**src/rtl/picosoc_iomem_pkg.sv**
```systemverilog
// Shared constants, FSM state type and byte-strobe helper for iomem responders.
package picosoc_iomem_pkg;

    localparam int WIN_BITS = 8;

    localparam logic [7:0] OFF_CTRL     = 8'h00;
    localparam logic [7:0] OFF_LOAD     = 8'h04;
    localparam logic [7:0] OFF_COUNT    = 8'h08;
    localparam logic [7:0] OFF_STATUS   = 8'h0C;
    localparam logic [7:0] OFF_PRESCALE = 8'h10;
    localparam logic [7:0] OFF_CAPTURE  = 8'h14;

    localparam int CTRL_EN  = 0;
    localparam int CTRL_AR  = 1;
    localparam int CTRL_IRQ = 2;

    typedef enum logic [1:0] {IDLE, WAIT, ACK} resp_state_e;

    function automatic logic [31:0] wstrb_merge(input logic [31:0] old_v,
                                                input logic [31:0] new_v,
                                                input logic [3:0]  strb);
        logic [31:0] r;
        r = old_v;
        for (int b = 0; b < 4; b++)
            if (strb[b]) r[8*b +: 8] = new_v[8*b +: 8];
        return r;
    endfunction

endpackage

```
**src/rtl/picosoc_iomem_resp.sv**
```systemverilog
// Reusable iomem responder: turns a held select into a one-cycle ready after
// WAIT_STATES extra cycles; commit_o marks the cycle a write takes effect.
module picosoc_iomem_resp
    import picosoc_iomem_pkg::*;
#(
    parameter int unsigned WAIT_STATES = 0
) (
    input  logic       clk,
    input  logic       reset,
    input  logic       sel_i,
    output logic       ready_o,
    output logic       commit_o,
    output logic [2:0] wait_cnt_o
);

    resp_state_e state_q, state_d;
    logic [2:0]  cnt_q, cnt_d;

    always_ff @(posedge clk) begin
        if (reset) begin
            state_q <= IDLE;
            cnt_q   <= '0;
        end else begin
            state_q <= state_d;
            cnt_q   <= cnt_d;
        end
    end

    always_comb begin
        state_d = state_q;
        cnt_d   = cnt_q;
        unique case (state_q)
            IDLE: begin
                if (sel_i) begin
                    if (WAIT_STATES == 0) begin
                        state_d = ACK;
                    end else begin
                        state_d = WAIT;
                        cnt_d   = 3'(WAIT_STATES);
                    end
                end
            end
            WAIT: begin
                // initiator withdrew the request early: abandon silently
                if (!sel_i) begin
                    state_d = IDLE;
                    cnt_d   = '0;
                end else if (cnt_q <= 3'd1) begin
                    state_d = ACK;
                    cnt_d   = '0;
                end else begin
                    cnt_d = cnt_q - 3'd1;
                end
            end
            ACK:     state_d = IDLE;
            default: state_d = IDLE;
        endcase
    end

    assign ready_o    = (state_q == ACK);
    assign commit_o   = (state_q == ACK);
    assign wait_cnt_o = cnt_q;

endmodule

```
**src/rtl/picosoc_iomem_timer.sv**
```systemverilog
// Memory-mapped prescaled down-counter timer on the iomem bus with sticky expiry and irq.
// Optional capture register at 0x14 is built only when IOMEM_TIMER_CAPTURE_EN is defined.
module picosoc_iomem_timer
    import picosoc_iomem_pkg::*;
#(
    parameter logic [31:0] BASE_ADDR   = 32'h0300_0000,
    parameter int unsigned WAIT_STATES = 0
) (
    input  logic        clk,
    input  logic        reset,
    input  logic        iomem_valid,
    output logic        iomem_ready,
    input  logic [31:0] iomem_addr,
    input  logic [31:0] iomem_wdata,
    input  logic [3:0]  iomem_wstrb,
    output logic [31:0] iomem_rdata,
    input  logic        capture_in,
    output logic        irq
);

    logic        sel, ack, wr;
    logic [2:0]  wait_cnt;
    logic [7:0]  off;
    logic        wr_ctrl, wr_load, wr_count, wr_status, wr_presc;
    logic [31:0] cap_rd;

    logic [2:0]  ctrl_q, ctrl_d;
    logic [31:0] load_q, load_d;
    logic [31:0] count_q, count_d;
    logic        expired_q, expired_d;
    logic [15:0] presc_q, presc_d;
    logic [15:0] pcnt_q, pcnt_d;
    logic        irq_q;
    logic        tick;

    assign sel = iomem_valid && (iomem_addr[31:WIN_BITS] == BASE_ADDR[31:WIN_BITS]);
    assign off = {iomem_addr[WIN_BITS-1:2], 2'b00};

    picosoc_iomem_resp #(.WAIT_STATES(WAIT_STATES)) u_resp (
        .clk        (clk),
        .reset      (reset),
        .sel_i      (sel),
        .ready_o    (iomem_ready),
        .commit_o   (ack),
        .wait_cnt_o (wait_cnt)
    );

    assign wr        = ack && (iomem_wstrb != 4'd0);
    assign wr_ctrl   = wr && (off == OFF_CTRL);
    assign wr_load   = wr && (off == OFF_LOAD);
    assign wr_count  = wr && (off == OFF_COUNT);
    assign wr_status = wr && (off == OFF_STATUS);
    assign wr_presc  = wr && (off == OFF_PRESCALE);

    assign tick = ctrl_q[CTRL_EN] && (pcnt_q == presc_q);

    always_ff @(posedge clk) begin
        if (reset) begin
            ctrl_q    <= '0;
            load_q    <= '0;
            count_q   <= '0;
            expired_q <= 1'b0;
            presc_q   <= '0;
            pcnt_q    <= '0;
            irq_q     <= 1'b0;
        end else begin
            ctrl_q    <= ctrl_d;
            load_q    <= load_d;
            count_q   <= count_d;
            expired_q <= expired_d;
            presc_q   <= presc_d;
            pcnt_q    <= pcnt_d;
            irq_q     <= expired_q && ctrl_q[CTRL_IRQ];
        end
    end

    always_comb begin
        ctrl_d    = ctrl_q;
        load_d    = load_q;
        count_d   = count_q;
        expired_d = expired_q;
        presc_d   = presc_q;
        pcnt_d    = pcnt_q;

        if (!ctrl_q[CTRL_EN] || tick) pcnt_d = '0;
        else                          pcnt_d = pcnt_q + 16'd1;

        // a bus write to COUNT swallows a coincident tick entirely
        if (tick && !wr_count) begin
            if (count_q != 32'd0) begin
                count_d = count_q - 32'd1;
            end else begin
                expired_d = 1'b1;
                if (ctrl_q[CTRL_AR]) count_d = load_q;
                else                 ctrl_d[CTRL_EN] = 1'b0;
            end
        end

        if (wr_ctrl && iomem_wstrb[0]) ctrl_d  = iomem_wdata[2:0];
        if (wr_load)                   load_d  = wstrb_merge(load_q, iomem_wdata, iomem_wstrb);
        if (wr_count)                  count_d = wstrb_merge(count_q, iomem_wdata, iomem_wstrb);
        if (wr_presc) begin
            if (iomem_wstrb[0]) presc_d[7:0]  = iomem_wdata[7:0];
            if (iomem_wstrb[1]) presc_d[15:8] = iomem_wdata[15:8];
        end
        // W1C loses to an expiry landing in the same cycle
        if (wr_status && iomem_wstrb[0] && iomem_wdata[0] && !(tick && !wr_count && count_q == 32'd0))
            expired_d = 1'b0;
    end

    assign irq = irq_q;

`ifdef IOMEM_TIMER_CAPTURE_EN
    logic [2:0]  cap_sync_q;
    logic [31:0] capture_q;
    logic        unused_ok;

    always_ff @(posedge clk) begin
        if (reset) begin
            cap_sync_q <= '0;
            capture_q  <= '0;
        end else begin
            cap_sync_q <= {cap_sync_q[1:0], capture_in};
            if (cap_sync_q[1] && !cap_sync_q[2]) capture_q <= count_q;
        end
    end

    assign cap_rd    = capture_q;
    assign unused_ok = ^{iomem_addr[1:0], wait_cnt};
`else
    logic unused_ok;
    assign cap_rd    = '0;
    assign unused_ok = ^{iomem_addr[1:0], wait_cnt, capture_in};
`endif

    always_comb begin
        iomem_rdata = '0;
        if (iomem_ready) begin
            case (off)
                OFF_CTRL:     iomem_rdata = {29'd0, ctrl_q};
                OFF_LOAD:     iomem_rdata = load_q;
                OFF_COUNT:    iomem_rdata = count_q;
                OFF_STATUS:   iomem_rdata = {31'd0, expired_q};
                OFF_PRESCALE: iomem_rdata = {16'd0, presc_q};
                OFF_CAPTURE:  iomem_rdata = cap_rd;
                default:      iomem_rdata = '0;
            endcase
        end
    end

endmodule

```
**config.mk**
```make
export PLATFORM = sky130hd
export DESIGN_NAME = picosoc_iomem_timer
export DESIGN_NICKNAME = d
export VERILOG_FILES = /design/src/rtl/picosoc_iomem_pkg.sv /design/src/rtl/picosoc_iomem_resp.sv /design/src/rtl/picosoc_iomem_timer.sv
export SDC_FILE = /design/constraint.sdc
export NUM_CORES = 1
export LEC_CHECK = 0
export ABC_AREA = 1
export CORE_AREA = 2 2 124 126
export CTS_BUF_LIST = sky130_fd_sc_hd__clkbuf_16
export DETAILED_ROUTE_END_ITERATION = 10
export DIE_AREA = 0 0 126 128
export PLACE_DENSITY_LB_ADDON = 0.05
export SLEW_MARGIN = 20
export SYNTH_ARGS = -nofsm -noshare
export SYNTH_HDL_FRONTEND = slang
export SYNTH_SLANG_ARGS = --single-unit
```
**constraint.sdc**
```tcl
create_clock -name clk -period 2.3 [get_ports clk]
set_input_delay 0.23 -clock clk [delete_from_list [all_inputs] [get_ports clk]]
set_output_delay 0.23 -clock clk [all_outputs]
set_load 0.01 [all_outputs]
```
==> impl_metrics.env <==
export IMPL_dpl_cell_area_um2=8150
export IMPL_cts_tree="yes"
export IMPL_die_area_um2=16100
export IMPL_numPortBuffers=102
export IMPL_hp_start="iomem_addr[30]"
export IMPL_grt_usage_pct=26.1
export IMPL_fmax_mhz=456
export IMPL_relSlewSlack_pct=56.7
export IMPL_period_share_pct=95.4
export IMPL_yosysSeqAreaShare_pct=31.1
export IMPL_clkSlewWorstSetupHoldPaths_ns=0.06
export IMPL_dp_hpwl_um=16100
export IMPL_synthCells=1105
export IMPL_final_nets=1318
export IMPL_crit_fanout=5
export IMPL_vias=7426
export IMPL_initial_core_util_pct=44.2
export IMPL_grt_pass1_vias=6758
export IMPL_via_per_inst=5.18
export IMPL_ys_types=40
export IMPL_ant_nets=0
export IMPL_avgSynthCellArea_um2=5.95
export IMPL_core_area_um2=14900
export IMPL_leakage_uw=0.00397
export IMPL_cts_buffer_depth=2
export IMPL_reg2reg_from="count_q[0]"
export IMPL_drive_above_1_share_pct=9.87
export IMPL_end_kind="output pin"
export IMPL_clock_sinks=102
export IMPL_p_per_area_nw_per_um2=411
export IMPL_min_path_type="input pin to flop"
export IMPL_routedWlPerCell_um=14.4
export IMPL_yosys_warnings=0
export IMPL_holdWs_ns=0.418
export IMPL_syn_cell_area_um2=6580
export IMPL_totalWireLength_um=20700
export IMPL_cts_root_buf="clkbuf_16"
export IMPL_max_stage_delay_ns=0.50
export IMPL_synth_nets=1180
export IMPL_tns_ns=0
export IMPL_slew_violations=0
export IMPL_drc_errors=0
export IMPL_fp_row_count=45
export IMPL_io_pins=106
export IMPL_startpoint="iomem_addr[3]"
export IMPL_grt_pass1_wl_um=33800
export IMPL_die_h_um=128
export IMPL_timing_hold_violations_final=0
export IMPL_status="finished clean"
export IMPL_antenna_found_initial=0
export IMPL_cp_arrival_ns=1.96
export IMPL_crit_type="input pin to output pin"
export IMPL_irDropWorstVdd_v=0.000356
export IMPL_chipWidth_um=126
export IMPL_cts_hold_buf=0
export IMPL_overflow=0
export IMPL_h_tree_depth=3
export IMPL_cp_slowest_cell="clkdlybuf4s50_1"
export IMPL_drv_cap=0
export IMPL_worstMarginPinSlew_ns=0.648
export IMPL_stdcell_area_um2=8450
export IMPL_clock_latency_ns=0.36
export IMPL_fin_crit_ns=2.19
export IMPL_areaGrowthSynthToFinish_pct=28.5
export IMPL_clock_skew_ns=0.00855
export IMPL_drtPass1Iterations=5
export IMPL_numCtsBuffers=9
export IMPL_rsz0062_at_grt="false"
export IMPL_antenna_cells=0
export IMPL_cp_start_kind="input pin"
export IMPL_finalSetupViolCount=0
export IMPL_worstPathRequired_ns=2.07
export IMPL_synth_seq_cells=102
export IMPL_critical_path_cell_chain="clkdlybuf4s50_1 > inv_1 > nand3_1 > inv_1 > buf_4 > o31ai_2 > buf_4 > a21oi_1 > dlygate4sd2_1"
export IMPL_drtIter0Drc=639
export IMPL_grt_max_degree=28
export IMPL_place_gp_congestion=0.977
## critical path: cells and delay by family
family	cells	cell delay, ns
AO/OA/AOI/OAI	2	0.35
AND/OR/NAND/NOR	1	0.10
buffers and inverters	6	1.30
## metal layers
layer / track usage [%] / wire (um) / part of all wire (%)
met4: 6.59 / 279 / 1.3
met1: 36.4 / 9890 / 48
met2: 42.1 / 9320 / 45
met5: 0 / 0 / 0
met3: 4.55 / 1220 / 5.9
## state kept, by name, summed over array words and instances (netlist names)
register and count:
irq 1, pcnt_q 16, presc_q 16, ctrl_q 3, u_resp.state_q 1, expired_q 1, load_q 32, count_q 32
## logic make-up (layout without fill, tap and decap cells)
logic type	after synthesis	in the layout	share of synthesized area (%)
and+or+nand+nor	643	643	41.5
AOI/OAI and AO/OA	169	169	14.1
buffers and inverters	169	310	10.3
DFF	102	102	31.1
xor gates and xnor gates	19	19	2.53
adders and majority gates	3	3	0.571
## synth_stat cells, drive strengths merged
master | n | area share, %
nand4 | 10 | 1.0
nor4 | 9 | 0.86
o21ai | 70 | 5.3
a21oi | 67 | 5.1
dfxtp | 102 | 31
nor3b | 5 | 0.57
o221ai | 7 | 0.93
xor2 | 18 | 2.4
a221oi | 2 | 0.27
a31oi | 4 | 0.38
o31ai | 1 | 0.19
a41oi | 1 | 0.13
nor3 | 12 | 0.99
o211ai | 6 | 0.69
nand3 | 61 | 5.2
nor2 | 206 | 13
nand3b | 4 | 0.51
clkinv | 1 | 0.057
ha | 3 | 0.57
xnor2 | 1 | 0.13
o22ai | 11 | 1.0
clkbuf | 17 | 0.97
nand2 | 333 | 19
inv | 135 | 7.7
or2 | 3 | 0.29
buf | 16 | 1.5
## final cells by class
| class | count | area (um2) |
|---|---|---|
| multi-input combinational | 834 | 3900 |
| timing repair buffer | 160 | 1490 |
| fill | 1566 | 6420 |
| tap | 188 | 235 |
| sequential | 102 | 2040 |
| clock inverter | 5 | 45.0 |
| inverter | 136 | 513 |
| clock buffer | 9 | 225 |
## cells in the final DEF, fill, tap and decap left out, drive strengths merged, types with 4 or more instances in the layout
| cell | n |
|---|---|
| buf | 58 |
| nor2 | 206 |
| nand2 | 333 |
| a21oi | 67 |
| nand3 | 61 |
| dfxtp | 102 |
| nor3b | 5 |
| nor3 | 12 |
| o22ai | 11 |
| nand3b | 4 |
| a31oi | 4 |
| dlygate4sd2 | 32 |
| nor4 | 9 |
| o211ai | 6 |
| xor2 | 18 |
| clkbuf | 9 |
| nand4 | 10 |
| o221ai | 7 |
| inv | 137 |
| o21ai | 70 |
| clkdlybuf4s50 | 70 |
## power breakdown
group          leakage (uW)  internal [uW]  switching, uW
Clock              0.000139            818            671
Combinational       0.00301            129           91.4
Sequential         0.000821           1760     0.00000167
## stage by stage
| stage | std cells | power [uW] | util [%] | worst slack, ns |
|---|---|---|---|---|
| after floorplan | 1105 | 1850 | - | 0.643 |
| after global placement | 1418 | 2020 | 54.8 | -0.146 |
| after detailed placement | 1418 | 2020 | 54.8 | -0.159 |
| after CTS | 1432 | 3510 | 56.6 | 0.101 |
| after global routing | 1434 | 3600 | 56.8 | 0.00202 |
| final | 1434 | 3470 | 56.8 | 0.106 |
## final timing paths
path                             to  slack, ns  cells past startpoint
hold / removal    u_resp.state_q[1]       0.42                      2
hold reg to reg                 irq       0.46                      2
setup / recovery     iomem_rdata[0]       0.11                      9
setup reg to reg        count_q[23]       0.21                     11
## repair_timing
item / CTS / global route
setup buffers: 0 / 2
resized for setup: 43 / 2
endpoints found under the setup margin: 32 / 3
gates cloned: 0 / 0
pin swaps: 3 / 2
Note: power is estimated with default switching activity, not from simulation.
